File: config.mk
export PLATFORM = sky130hd
export DESIGN_NAME = if1_skid_queue
export DESIGN_NICKNAME = d
export VERILOG_FILES = /design/src/rtl/if1_skid_queue.sv
export SDC_FILE = /design/constraint.sdc
export NUM_CORES = 1
export LEC_CHECK = 0
export CAP_MARGIN = 40
export CELL_PAD_IN_SITES_DETAIL_PLACEMENT = 0
export CELL_PAD_IN_SITES_GLOBAL_PLACEMENT = 1
export CORE_ASPECT_RATIO = 1.75
export CORE_MARGIN = 2
export CORE_UTILIZATION = 51
export DETAILED_ROUTE_END_ITERATION = 12
export GPL_TIMING_DRIVEN = 1
export PLACE_DENSITY = 0.89
export SYNTH_ARGS = -nofsm -noshare
export SYNTH_HDL_FRONTEND = slang
export SYNTH_SLANG_ARGS = --single-unit
File: constraint.sdc
create_clock -name clk -period 19.6 [get_ports clk]
set_input_delay 5.88 -clock clk [delete_from_list [all_inputs] [get_ports clk]]
set_output_delay 5.88 -clock clk [all_outputs]
set_load 0.02 [all_outputs]
File: src/rtl/if1_skid_queue.sv
// ============================================================================
// if1_skid_queue
//
// Purpose
//   Fetch-packet queue between IF1 and decode. Packets are queued in order and
//   handed to decode from the head entry one cycle after they are accepted.
//   When an accepted packet carries a serializing instruction (ibar, csr or
//   tlb), every slot after the first serializing slot is replaced by a NOP, the
//   front end is redirected to the instruction after that slot, and no further
//   packets are accepted until the serializing instruction has reached EX and
//   its completion condition has been seen. Packets already in the queue,
//   including the serializing one, keep draining to decode meanwhile.
//
// Parameters
//   NUM_INST  instructions per fetch packet (1..4)
//   DEPTH     queue entries (power of 2, >= 2)
//   N_SER     serialization channels (0 = ibar, 1 = csr, 2 = tlb)
//
// Ports
//   clk, rstn        clock, synchronous active-low reset
//   flush            pipeline flush: empties the queue and returns to IDLE
//   in_valid/ready   upstream handshake
//   in_pc .. in_cookie   packet fields; in_inst slot 0 at the LSBs
//   in_ser           bit c*NUM_INST+k: slot k holds a channel-c serializer
//   out_valid/ready  downstream handshake
//   out_pc .. out_cookie head-entry fields (fixed defaults when empty)
//   ser_at_ex        per channel: the serializing instruction reached EX
//   ser_done         per channel: completion condition of that channel
//   redirect_valid   a serialization is in progress
//   redirect_pc      restart address after the serializing instruction
//   flush_front      kill IF0/IF1 while waiting for the serializer to reach EX
//   count            number of occupied entries
//   fsm_state        current serialization state (IDLE=0, WAIT_EX=1,
//                    WAIT_DONE=2), exported for observation
//
// Handshake
//   A transfer happens on a cycle where valid && ready are both high at the
//   rising edge. in_ready is a function of count and state only, never of
//   out_ready; out_valid is simply (count != 0). Neither side may depend on
//   the other side's ready within the same cycle.
// ============================================================================
module if1_skid_queue #(
    parameter int NUM_INST = 2,
    parameter int DEPTH    = 4,
    parameter int N_SER    = 3
) (
    input  logic                          clk,
    input  logic                          rstn,
    input  logic                          flush,

    input  logic                          in_valid,
    output logic                          in_ready,
    input  logic [31:0]                   in_pc,
    input  logic [31:0]                   in_pc_next,
    input  logic [32*NUM_INST-1:0]        in_inst,
    input  logic [31:0]                   in_badv,
    input  logic [6:0]                    in_excp,
    input  logic [1:0]                    in_excp_flag,
    input  logic [31:0]                   in_cookie,
    input  logic [N_SER*NUM_INST-1:0]     in_ser,

    output logic                          out_valid,
    input  logic                          out_ready,
    output logic [31:0]                   out_pc,
    output logic [31:0]                   out_pc_next,
    output logic [32*NUM_INST-1:0]        out_inst,
    output logic [31:0]                   out_badv,
    output logic [6:0]                    out_excp,
    output logic [1:0]                    out_excp_flag,
    output logic [31:0]                   out_cookie,

    input  logic [N_SER-1:0]              ser_at_ex,
    input  logic [N_SER-1:0]              ser_done,
    output logic                          redirect_valid,
    output logic [31:0]                   redirect_pc,
    output logic                          flush_front,
    output logic [$clog2(DEPTH+1)-1:0]    count,
    output logic [1:0]                    fsm_state
);

    // ------------------------------------------------------------------
    // Local constants
    // ------------------------------------------------------------------
    localparam int PTR_W  = $clog2(DEPTH);
    localparam int CNT_W  = $clog2(DEPTH+1);
    localparam int SLOT_W = (NUM_INST > 1) ? $clog2(NUM_INST) : 1;
    localparam int CH_W   = (N_SER > 1) ? $clog2(N_SER) : 1;
    localparam int IW     = 32*NUM_INST;

    localparam logic [31:0] RESET_PC = 32'h1c00_0000;
    localparam logic [31:0] NOP_INST = 32'h0340_0000;

    typedef enum logic [1:0] {
        IDLE      = 2'd0,
        WAIT_EX   = 2'd1,
        WAIT_DONE = 2'd2
    } state_t;

    // ------------------------------------------------------------------
    // State
    // ------------------------------------------------------------------
    state_t             state;
    logic [CH_W-1:0]    ch_q;          // channel of the pending serializer
    logic [PTR_W-1:0]   wr_ptr;
    logic [PTR_W-1:0]   rd_ptr;

    // Entry storage. Not reset: occupancy is tracked by count/pointers only.
    logic [31:0]        pc_mem      [DEPTH];
    logic [31:0]        pc_next_mem [DEPTH];
    logic [IW-1:0]      inst_mem    [DEPTH];
    logic [31:0]        badv_mem    [DEPTH];
    logic [6:0]         excp_mem    [DEPTH];
    logic [1:0]         flag_mem    [DEPTH];
    logic [31:0]        cookie_mem  [DEPTH];

    // ------------------------------------------------------------------
    // Handshake
    // ------------------------------------------------------------------
    logic push;
    logic pop;

    assign in_ready  = (count < CNT_W'(DEPTH)) && (state == IDLE);
    assign out_valid = (count != '0);
    assign push      = in_valid && in_ready;
    assign pop       = out_valid && out_ready;
    assign fsm_state = state;

    // ------------------------------------------------------------------
    // Serializer detection on the incoming packet.
    // The slot loop is outermost so the first hit is the lowest slot; within
    // that slot the channel loop picks the lowest channel.
    // ------------------------------------------------------------------
    logic               ser_found;
    logic [SLOT_W-1:0]  ser_slot;
    logic [CH_W-1:0]    ser_ch;

    always_comb begin
        ser_found = 1'b0;
        ser_slot  = '0;
        ser_ch    = '0;
        for (int k = 0; k < NUM_INST; k++) begin
            for (int c = 0; c < N_SER; c++) begin
                if (!ser_found && in_ser[c*NUM_INST + k]) begin
                    ser_found = 1'b1;
                    ser_slot  = SLOT_W'(k);
                    ser_ch    = CH_W'(c);
                end
            end
        end
    end

    // ------------------------------------------------------------------
    // Packet as it will be stored: slots after the serializer become NOPs,
    // and the exception flag is dropped only if something was actually
    // replaced (a serializer in the last slot leaves the packet intact).
    // ------------------------------------------------------------------
    logic [IW-1:0]  store_inst;
    logic [1:0]     store_flag;
    logic [31:0]    slot_ext;
    logic [31:0]    redirect_calc;

    always_comb begin
        store_inst = in_inst;
        for (int k = 0; k < NUM_INST; k++) begin
            if (ser_found && (k > int'(ser_slot))) begin
                store_inst[k*32 +: 32] = NOP_INST;
            end
        end
    end

    always_comb begin
        store_flag = in_excp_flag;
        if (ser_found && (int'(ser_slot) < NUM_INST-1)) begin
            store_flag = 2'b00;
        end
    end

    // Restart right after the serializing slot; 32-bit wrap is intended.
    assign slot_ext      = 32'(ser_slot);
    assign redirect_calc = in_pc + ((slot_ext + 32'd1) << 2);

    // ------------------------------------------------------------------
    // Entry storage write. Skipped under reset/flush so a discarded packet
    // never lands in the array.
    // ------------------------------------------------------------------
    always_ff @(posedge clk) begin
        if (push && rstn && !flush) begin
            pc_mem[wr_ptr]      <= in_pc;
            pc_next_mem[wr_ptr] <= in_pc_next;
            inst_mem[wr_ptr]    <= store_inst;
            badv_mem[wr_ptr]    <= in_badv;
            excp_mem[wr_ptr]    <= in_excp;
            flag_mem[wr_ptr]    <= store_flag;
            cookie_mem[wr_ptr]  <= in_cookie;
        end
    end

    // ------------------------------------------------------------------
    // Pointers, occupancy and the serialization FSM.
    // Reset and flush share one path and win over every other update.
    // redirect_valid / flush_front are registered alongside the state so
    // they are glitch-free decodes of it.
    // ------------------------------------------------------------------
    always_ff @(posedge clk) begin
        if (!rstn || flush) begin
            wr_ptr         <= '0;
            rd_ptr         <= '0;
            count          <= '0;
            state          <= IDLE;
            ch_q           <= '0;
            redirect_pc    <= RESET_PC;
            redirect_valid <= 1'b0;
            flush_front    <= 1'b0;
        end else begin
            if (push) begin
                wr_ptr <= wr_ptr + PTR_W'(1);
            end
            if (pop) begin
                rd_ptr <= rd_ptr + PTR_W'(1);
            end

            // Simultaneous push and pop leaves count unchanged.
            if (push && !pop) begin
                count <= count + CNT_W'(1);
            end else if (pop && !push) begin
                count <= count - CNT_W'(1);
            end

            unique case (state)
                IDLE: begin
                    if (push && ser_found) begin
                        state          <= WAIT_EX;
                        ch_q           <= ser_ch;
                        redirect_pc    <= redirect_calc;
                        redirect_valid <= 1'b1;
                        flush_front    <= 1'b1;
                    end
                end
                WAIT_EX: begin
                    // Only the latched channel's EX arrival matters here.
                    if (ser_at_ex[ch_q]) begin
                        state       <= WAIT_DONE;
                        flush_front <= 1'b0;
                    end
                end
                WAIT_DONE: begin
                    if (ser_done[ch_q]) begin
                        state          <= IDLE;
                        redirect_valid <= 1'b0;
                    end
                end
                default: begin
                    state          <= IDLE;
                    redirect_valid <= 1'b0;
                    flush_front    <= 1'b0;
                end
            endcase
        end
    end

    // ------------------------------------------------------------------
    // Head-entry outputs, with fixed defaults while empty so decode sees a
    // harmless NOP packet at the boot address.
    // ------------------------------------------------------------------
    always_comb begin
        if (out_valid) begin
            out_pc        = pc_mem[rd_ptr];
            out_pc_next   = pc_next_mem[rd_ptr];
            out_inst      = inst_mem[rd_ptr];
            out_badv      = badv_mem[rd_ptr];
            out_excp      = excp_mem[rd_ptr];
            out_excp_flag = flag_mem[rd_ptr];
            out_cookie    = cookie_mem[rd_ptr];
        end else begin
            out_pc        = RESET_PC;
            out_pc_next   = RESET_PC + 32'd4;
            out_inst      = {NUM_INST{NOP_INST}};
            out_badv      = '0;
            out_excp      = '0;
            out_excp_flag = '0;
            out_cookie    = '0;
        end
    end

endmodule

==> impl_results.md <==
* Status: finished clean
* Largest net degree at the start of global routing at 118
* Hold Slack at 456 ps
* Initial Utilization at 51.4%
* Int Pwr at 3.01 mW
* Number of synthesized flops with an enable pin at 804
* NetSw at 908 µW
* Crit-path slowest cell: clkdlybuf4s50_1
* WL/cell at 25.1 µm
* CTS root buffer: clkbuf_16
* Rel. slew slack at 32.5%
* Total clock sinks at 851
* DPL Wire Length at ~48000 µm
* Maximum VDD drop at about 0.063 mV
* Combinational power share at 13.2%
* Top-area cell type share of the netlist area at roughly three quarters
* Place WS at 9800 ps
* Worst slew pin tran at 1010 ps
* Setup TNS Final at 0 ps
* Final period util at roughly half
* Avg Vias per Cell at approximately 5.7
* Die Wd at 196 µm
* FILL cells at 4317
* Netlist area before placement at between 30000 and 40000 µm²
* WL final at between 70000 and 80000 µm
* Net Sw Frac at between 20% and 30%
* Port Buffers at roughly 460
* Global-route wire length before repair at between 100000 and 150000 µm
* Core ar. at between 60000 and 70000 µm²
* CP max stage delay at 630 ps
* Worst path most repeated cell: buf_4
* Fin. Hold Viols at 0
* Post-synth top flop: edfxtp_1
* Max frequency at 104 MHz
* Top cells by area, synth: edfxtp_1 73%, mux4_2 14%, and2_1 4.2%
* Leak Pwr at 12.9 nW
* Final setup viols at 0
* Initial antenna violation count at 11
* CTS Buf Count at 72
* Yosys top cell by area: edfxtp_1
* DP Area at 38600 µm²
* RSZ-0062 raised after global routing: false
* Cell count after synthesis at between 1500 and 2000
* Crit. End Element: output port
* Worst path bufs/invs at 5
* Avg Inst Size Synth at 20.5 µm²
* CTS resizes at 0
* Critical Path AT at 3730 ps
* HP Class: reg -> reg
* Family with the most delay on the worst path: buffers and inverters
* Number of max-cap violations at 0
* Router iterations before antenna repair at 5
* CP startpoint kind: register
* Total Die Area at 66600 µm²
* Non-filler cells, final at 2965
* Setup CP Type: reg -> out
* Io pins at 460
* Ys async rst share at 0%
* Worst-path clk slew at 70 ps
* Fin nets at 2315
* H-tree depth at 3
* Worst-path fanout max at 82
* Iteration-0 DRC count of the detailed router at 1276
* Max Root-Sink Buffers at 3
* Clk_lat worst skew at just over 600 ps
* Vias at 16896
* Cts hold-fix bufs at 0
* DRT antenna net count at 0
* Setup bufs post-CTS at 0
* P per Cell Area at between 90 and 100 nW/µm²
* Unique cell type count in the Yosys netlist at 48
* Min Tclk post-route at 9610 ps
* Sequential share of power at 51.5%
* Crit-path cells: nor3_2 -> buf_4 -> inv_4 -> buf_4 -> buf_16 -> and2_1 -> clkdlybuf4s50_1
* Clock share of power at 35.2%
* Final instance area at between 40000 and 50000 µm²
* Sequential area share after synthesis at 76.3%
* Synth warnings at 0
* Critical Path RT at around 14000 ps
* Top-count cell post-synth: edfxtp_1
* Post-Place Cells at around 2800
* Die height at around 340 µm
* Routability cong. at approximately 0.85
* Seq cells post-synth at between 800 and 900
* Layout area overhead at 24.4%
* GRT Overall Usage at 22.5%
* Rows at 123
* Slew Viols, Final at 0
* Number of global-route vias before repair at 18084
* Commonest cells post-synth: 804 x edfxtp_1, 220 x and2_1, 201 x mux4_2
* Layout cells sized above 1 at 16.8%
* DR DRC count at 0
* Setup ws final at 9990 ps
* GRT overflow at 0
* Clk_skew at ~14 ps
* CTS tree: yes
* Syn nets at 1832
-- final timing paths --
kind	from	endpoint	slack (ps)	cells after the start
max	count[2]	out_excp[3]	9990	7
min	redirect_pc[2]	redirect_pc[2]	460	2
max reg2reg	fsm_state[1]	inst_mem[2][17]	15710	5
min reg2reg	redirect_pc[2]	redirect_pc[2]	460	2
-- area by class of cell --
type | instances | area [µm²] | area share, %
Tap cell | 812 | 1020 | 2.48
Clock inverter | 41 | 378 | 0.924
Multi-Input combinational cell | 661 | 7440 | 18.2
Inverter | 11 | 43.8 | 0.107
Sequential cell | 851 | 25100 | 61.3
Clock buffer | 91 | 1890 | 4.63
Antenna cell | 7 | 17.5 | 0.0428
Timing Repair Buffer | 491 | 5030 | 12.3
-- placed cells by master (no fill, tap or decap), types with 3 or more instances in the layout --
cell type        instances
dfxtp_1                 45
clkbuf_16               73
and3_1                   5
clkbuf_1                18
ha_1                     7
a211oi_1                 7
o21ai_0                 22
nand2_1                 28
edfxtp_1               804
a21oi_1                 29
diode_2                  7
bufinv_16                5
o32a_1                   3
xnor2_1                 10
inv_6                    3
buf_4                   21
or2_2                   14
clkdlybuf4s50_1        459
clkinv_1                14
xor2_1                  18
mux2i_1                  5
clkinv_2                12
nand4_1                  9
inv_1                    9
buf_12                   3
mux4_2                 201
nand3_1                 12
nand2b_1                 5
buf_16                   8
and3_4                   4
nor2_1                  25
nor3_1                   7
and2_1                 220
-- state kept, by name (all words and copies together), names as in the netlist, named ones only --
register / count
fsm_state: 2
inst_mem: 256
flag_mem: 8
pc_mem: 128
badv_mem: 128
cookie_mem: 128
wr_ptr: 2
flush_front: 1
redirect_pc: 32
excp_mem: 28
pc_next_mem: 128
redirect_valid: 1
ch_q: 2
rd_ptr: 2
count: 3
-- per-layer routing --
metal  share of wire (%)  routed length (µm)  vias up  GRT usage (%)
met1                  37               27600     8675           27.8
met3                 8.3                6140      133           5.74
met2                  51               38200      693           38.3
met5                0.10                  75        -              0
li1                    -                   -     7385              -
met4                 3.2                2370       10           8.40
-- cell families (layout without fill, tap and decap cells) --
logic type / count (synthesis) / after routing / synth area share, %
DFF: 851 / 851 / 76.3
and+or+nand+nor: 348 / 348 / 6.23
muxes: 206 / 206 / 13.9
buffers and inverters: 93 / 634 / 1.24
AOI/OAI and AO/OA: 70 / 70 / 1.22
xor gates and xnor gates: 28 / 28 / 0.745
adders and majority gates: 9 / 9 / 0.388
other: 0 / 7 / 0
-- power by group through the flow --
stage               sequential [mW]  combinational [mW]  clock [mW]
floorplan                      2.07               0.245           0
global placement               2.06               0.507           0
detailed placement             2.06               0.523           0
CTS                            2.02               0.527        1.41
global route                   2.02               0.550        1.48
finish                         2.02               0.519        1.38
-- per-stage QoR --
stage	utilization [%]	total power [mW]
after CTS	63.9	3.96
final	63.9	3.92
after global placement	59.9	2.57
after floorplan	-	2.31
after global routing	63.9	4.05
after detailed placement	60.3	2.58
-- worst reg2reg max path, cell delays in order, from the launching register on --
cell	delay, ps
dfxtp_1	380
or4b_1	680
clkinv_1	230
and3_4	750
buf_4	720
buf_4	710
Note: power is estimated with default switching activity, not from simulation.
